File: config.mk
export PLATFORM = sky130hd
export DESIGN_NAME = radix_div
export DESIGN_NICKNAME = d
export VERILOG_FILES = /design/src/rtl/radix_div.sv
export SDC_FILE = /design/constraint.sdc
export NUM_CORES = 1
export LEC_CHECK = 0
export CORE_AREA = 2 2 72 74
export CTS_CLUSTER_SIZE = 8
export DETAILED_ROUTE_END_ITERATION = 16
export DIE_AREA = 0 0 74 76
export PLACE_DENSITY_LB_ADDON = 0.2
export SLEW_MARGIN = 5
export SYNTH_ARGS = -nofsm -noshare
export SYNTH_HDL_FRONTEND = slang
export SYNTH_SLANG_ARGS = --single-unit
File: constraint.sdc
create_clock -name clk -period 2.8 [get_ports clk]
set_clock_uncertainty 0.1 [all_clocks]
set_input_delay 0.84 -clock clk [delete_from_list [all_inputs] [get_ports clk]]
set_output_delay 0.84 -clock clk [all_outputs]
set_load 0.1 [all_outputs]
File: src/rtl/radix_div.sv
// radix_div: sequential signed 8/4 restoring divider, truncating toward zero.
// Works on magnitudes for 8 steps, then applies signs in a final fix-up cycle.
module radix_div (
    input  logic       clk,
    input  logic       reset,
    input  logic       start,
    input  logic [7:0] dividend,
    input  logic [3:0] divisor,
    output logic [7:0] quotient,
    output logic [3:0] remainder,
    output logic       busy,
    output logic       done,
    output logic       div_zero,
    output logic       ovf
);
    typedef enum logic [1:0] {IDLE, CALC, FIX} state_t;
    state_t r_state, w_next;
    logic [7:0] r_dvd;
    logic [3:0] r_dsr;
    logic [3:0] r_prem;
    logic [3:0] r_cnt;
    logic       r_neg_q;
    logic       r_neg_r;
    logic [4:0] w_shift;
    logic       w_fit;
    logic       w_go;
    logic       w_zero;
    // r_dvd doubles as the quotient shift register: dividend bits leave at
    // the top while quotient bits enter at the bottom.
    assign w_shift = {r_prem, r_dvd[7]};
    assign w_fit   = w_shift >= {1'b0, r_dsr};
    assign w_zero  = divisor == 4'd0;
    assign w_go    = start && !w_zero;
    always_comb begin
        w_next = r_state;
        case (r_state)
            IDLE:    w_next = w_go ? CALC : IDLE;
            CALC:    w_next = (r_cnt == 4'd7) ? FIX : CALC;
            FIX:     w_next = IDLE;
            default: w_next = IDLE;
        endcase
    end
    always_ff @(posedge clk) begin
        if (reset) begin
            r_state   <= IDLE;
            r_dvd     <= '0;
            r_dsr     <= '0;
            r_prem    <= '0;
            r_cnt     <= '0;
            r_neg_q   <= 1'b0;
            r_neg_r   <= 1'b0;
            quotient  <= '0;
            remainder <= '0;
            busy      <= 1'b0;
            done      <= 1'b0;
            div_zero  <= 1'b0;
            ovf       <= 1'b0;
        end else begin
            r_state <= w_next;
            done    <= 1'b0;
            case (r_state)
                IDLE: begin
                    if (start && w_zero) begin
                        quotient  <= '0;
                        remainder <= '0;
                        div_zero  <= 1'b1;
                        ovf       <= 1'b0;
                        done      <= 1'b1;
                    end else if (w_go) begin
                        r_dvd   <= dividend[7] ? -dividend : dividend;
                        r_dsr   <= divisor[3] ? -divisor : divisor;
                        r_neg_q <= dividend[7] ^ divisor[3];
                        r_neg_r <= dividend[7];
                        r_prem  <= '0;
                        r_cnt   <= '0;
                        busy    <= 1'b1;
                    end
                end
                CALC: begin
                    // Both branches fit in 4 bits because the partial remainder stays below |divisor| <= 8.
                    r_prem <= w_fit ? w_shift[3:0] - r_dsr : w_shift[3:0];
                    r_dvd  <= {r_dvd[6:0], w_fit};
                    r_cnt  <= r_cnt + 4'd1;
                end
                FIX: begin
                    quotient  <= r_neg_q ? -r_dvd : r_dvd;
                    remainder <= r_neg_r ? -r_prem : r_prem;
                    ovf       <= (r_dvd == 8'h80) && !r_neg_q;
                    div_zero  <= 1'b0;
                    done      <= 1'b1;
                    busy      <= 1'b0;
                end
                default: ;
            endcase
        end
    end
endmodule
==> results by group <==
Run status
  – Status: completed

Floorplanning
  – Die width: 74 um
  – Die Y: 76 um
  – # rows: 26
  – Starting Density: 0.435
  – Io pins: 31
  – Die ar.: 5620 um^2
  – Core Area: 4910 um^2

Synthesis
  – Post-Synth Simple-Gate Area: 0.185
  – Post-Syn Area: 2140 um^2
  – Largest family of logic cells by synthesized area: compound AO/OA/AOI/OAI gates
  – Multiplexer share of the synthesized area: 0.0240
  – Synth top area share: 0.375
  – EDFF count, synth: 0
  – Syn Area/Cell: 8.94 um^2
  – Register area share after synthesis: 0.375
  – Top_reg_cell synth: dfxtp_1
  – Synth warn: 0
  – Synth cell types: 55
  – Post-Synth Adder-Cell Area: 0.0621
  – Synth top area cells: dfxtp_1, ha_1, xnor2_1
  – Xor-xnor portion of the synthesized cell area: 0.0615
  – FF+latch count, synth: 40
  – Cells after Synth: 239
  – Async set-or-reset flop fraction in the synthesized netlist: 0
  – Syn Nets: 264
  – Post-synthesis compound-gate area fraction: 0.234
  – Post-synth top area cell: dfxtp_1

CTS
  – Hold Buf Count CTS: 0
  – Htree depth: 2
  – CTS Root Buffer Type: clkbuf_8
  – CTS max path bufs: 2
  – CTS Buf Count: 5
  – Worst-path clk slew: 80 ps
  – Sinks on Clock Net: 40
  – TritonCTS clock tree: done
  – Clk_lat worst skew: 290 ps

Route
  – Drt pass-1 iters: 5
  – Initial drt markers: 88
  – Detail Route Antenna Nets: 0
  – Total number of vias: 1852
  – DR WL/cell: 13.0 um
  – DR DRC count: 0
  – Routed wire length: 4520 um
  – Vias per inst: 5.34

Setup path
  – CP Buf/Inv Count: 2
  – Worst reg-to-reg setup slack: 850 ps
  – CP required: 2940 ps
  – Reg2reg path depth: 6
  – Critical Path Start Type: primary input
  – Crit path capture type: flip-flop
  – Crit-path max FO: 13
  – Slowest-stage cell, CP: clkdlybuf4s50_1
  – Crit path depth: 7
  – Arrival @ worst endpoint: 2620 ps
  – Crit path largest cell delay: 470 ps
  – Setup CP Type: primary input to flip-flop
  – Crit path to: remainder[0]$_SDFFE_PP0P_
  – R2R Path End: r_dvd[0]$_SDFFE_PP0P_
  – CP cell instances: clkdlybuf4s50_1 > inv_1 > ha_1 > nor3b_2 > and3_1 > nor2b_2 > a22o_1
  – Family with the most delay on the worst path: simple AND/OR/NAND/NOR gates
  – R2R Path Start: r_dvd[7]$_SDFFE_PP0P_
  – CP startpoint: divisor[0]

Timing
  – Final worst slack: 319 ps
  – Period Utilization, post-route: 0.886
  – Min Tclk post-route: 2480 ps
  – Pins Over Slew Limit: 0
  – RSZ-0062 raised after global routing: no
  – Fmax: 403 MHz
  – Final setup viols: 0
  – Least-Margin Pin Slew: 581 ps
  – Setup TNS: 0 ps
  – Slew headroom: 0.611
  – Final Hold Viols: 0

Placed design
  – RD Place Congestion: 0.741
  – I/O Buffers: 30
  – Post-DP HPWL: 3500 um
  – Post-placement cell count: 339
  – Setup WS pre-CTS: -278 ps

Global route
  – First-pass GRT wire length: 7880 um
  – Largest net degree at the start of global routing: 23
  – Vias in the first global route: 1734
  – Overflow after GRT: 0
  – GRT Util Overall: 0.174
  – Initial antenna violation count: 0

Power and ir drop
  – VDD IR max: 0.000276 V
  – Clock group share of total power: 0.342
  – Psw: 0.000420 W
  – Overall power: 0.00142 W
  – Power Internal: 0.00100 W
  – Leakage Power: 1.04 nW
  – Gate power share: 0.212
  – Sequential share of power: 0.446
  – Sw Share: 0.295
  – Pwr dens: 543 nW/um^2

Min path
  – Min-delay worst type: flip-flop to flip-flop

Layout
  – Commonest cells after routing, fill and taps aside: dfxtp_1, buf_4, nor2_1
  – Commonest non-fill, non-tap cell in the layout: dfxtp_1
  – Final Util: 0.534
  – Fin nets: 301
  – Cell Count, Final, Fillers Out: 347
  – Ratio of cells with drive above 1 in the final layout: 0.170
  – Antenna Cells: 0
  – P&R area growth vs syn: 22.8%

Run
  – Max_cap viols: 0
[power by group through the flow]
stage	Sequential (W)	Clock (W)	Combinational, W
CTS	0.000635	0.000493	0.000302
global route	0.000642	0.000517	0.000337
global placement	0.000649	0	0.000296
floorplan	0.000645	0	0.000217
finish	0.000635	0.000487	0.000302
detailed placement	0.000649	0	0.000301
[routing by layer]
metal,track usage,wire length [um]
met1,0.248,2290
met2,0.264,1980
met3,0.0291,188
met4,0.0564,62
met5,0,0
[layout make-up]
cell class	count	area, um^2
clock buffers	5	68.8
flip-flops and latches	40	801
inverters	17	63.8
well taps	70	87.6
clock inverters	3	46.3
repair buffers	41	343
multi-input cells	171	1210
fillers	478	2290
[Yosys cell counts (all sizes together), types with 5 or more instances]
library cell / instances
inv: 17
ha: 9
a211oi: 5
buf: 5
a22o: 9
dfxtp: 40
nor2: 22
clkbuf: 6
o31ai: 9
a21oi: 15
nand2: 16
xnor2: 12
[registers in the layout, indices dropped and copies added (netlist names)]
signal and flops:
div_zero 1, r_dvd 8, r_cnt 4, r_state 2, r_neg_r 1, r_neg_q 1, r_prem 4, busy 1
ovf 1, remainder 4, r_dsr 4, quotient 8, done 1
[cells by family (layout without fill, tap and decap cells)]
| group | after synthesis | after routing |
|---|---|---|
| AND/OR/NAND/NOR | 74 | 74 |
| AO/OA/AOI/OAI | 67 | 67 |
| flip-flops | 40 | 40 |
| buffers and inverters | 28 | 66 |
| XOR/XNOR | 15 | 15 |
| adder cells (fa/ha/maj) | 10 | 10 |
| multiplexers | 5 | 5 |
[per-stage QoR]
stage	hold WS, ps	area (um^2)
global route	393	2620
CTS	374	2620
detailed placement	350	2510
floorplan	350	2140
finish	370	2620
global placement	348	2510
[worst register-to-register path: stages, from the launching register on]
cell      delay [ps]
dfxtp_1          370
inv_1            100
ha_1             230
nor2b_1          130
o211ai_1         480
a21oi_1          150
o41ai_1          300
[worst min-delay path by stage]
stage                               endpoint                      from  cells after the start
floorplan              r_dsr[3]$_SDFFE_PP0P_     r_dsr[3]$_SDFFE_PP0P_                      2
global placement    quotient[1]$_SDFFE_PP0P_  quotient[1]$_SDFFE_PP0P_                      1
detailed placement  quotient[1]$_SDFFE_PP0P_  quotient[1]$_SDFFE_PP0P_                      1
CTS                 quotient[1]$_SDFFE_PP0P_  quotient[1]$_SDFFE_PP0P_                      1
global route        quotient[1]$_SDFFE_PP0P_  quotient[1]$_SDFFE_PP0P_                      1
finish              quotient[6]$_SDFFE_PP0P_  quotient[6]$_SDFFE_PP0P_                      1
[what timing repair did]
action                     CTS  global route
resized for setup            1             0
setup endpoints to repair    2             0
setup buffers                0             0
Note: power is estimated with default switching activity, not from simulation.
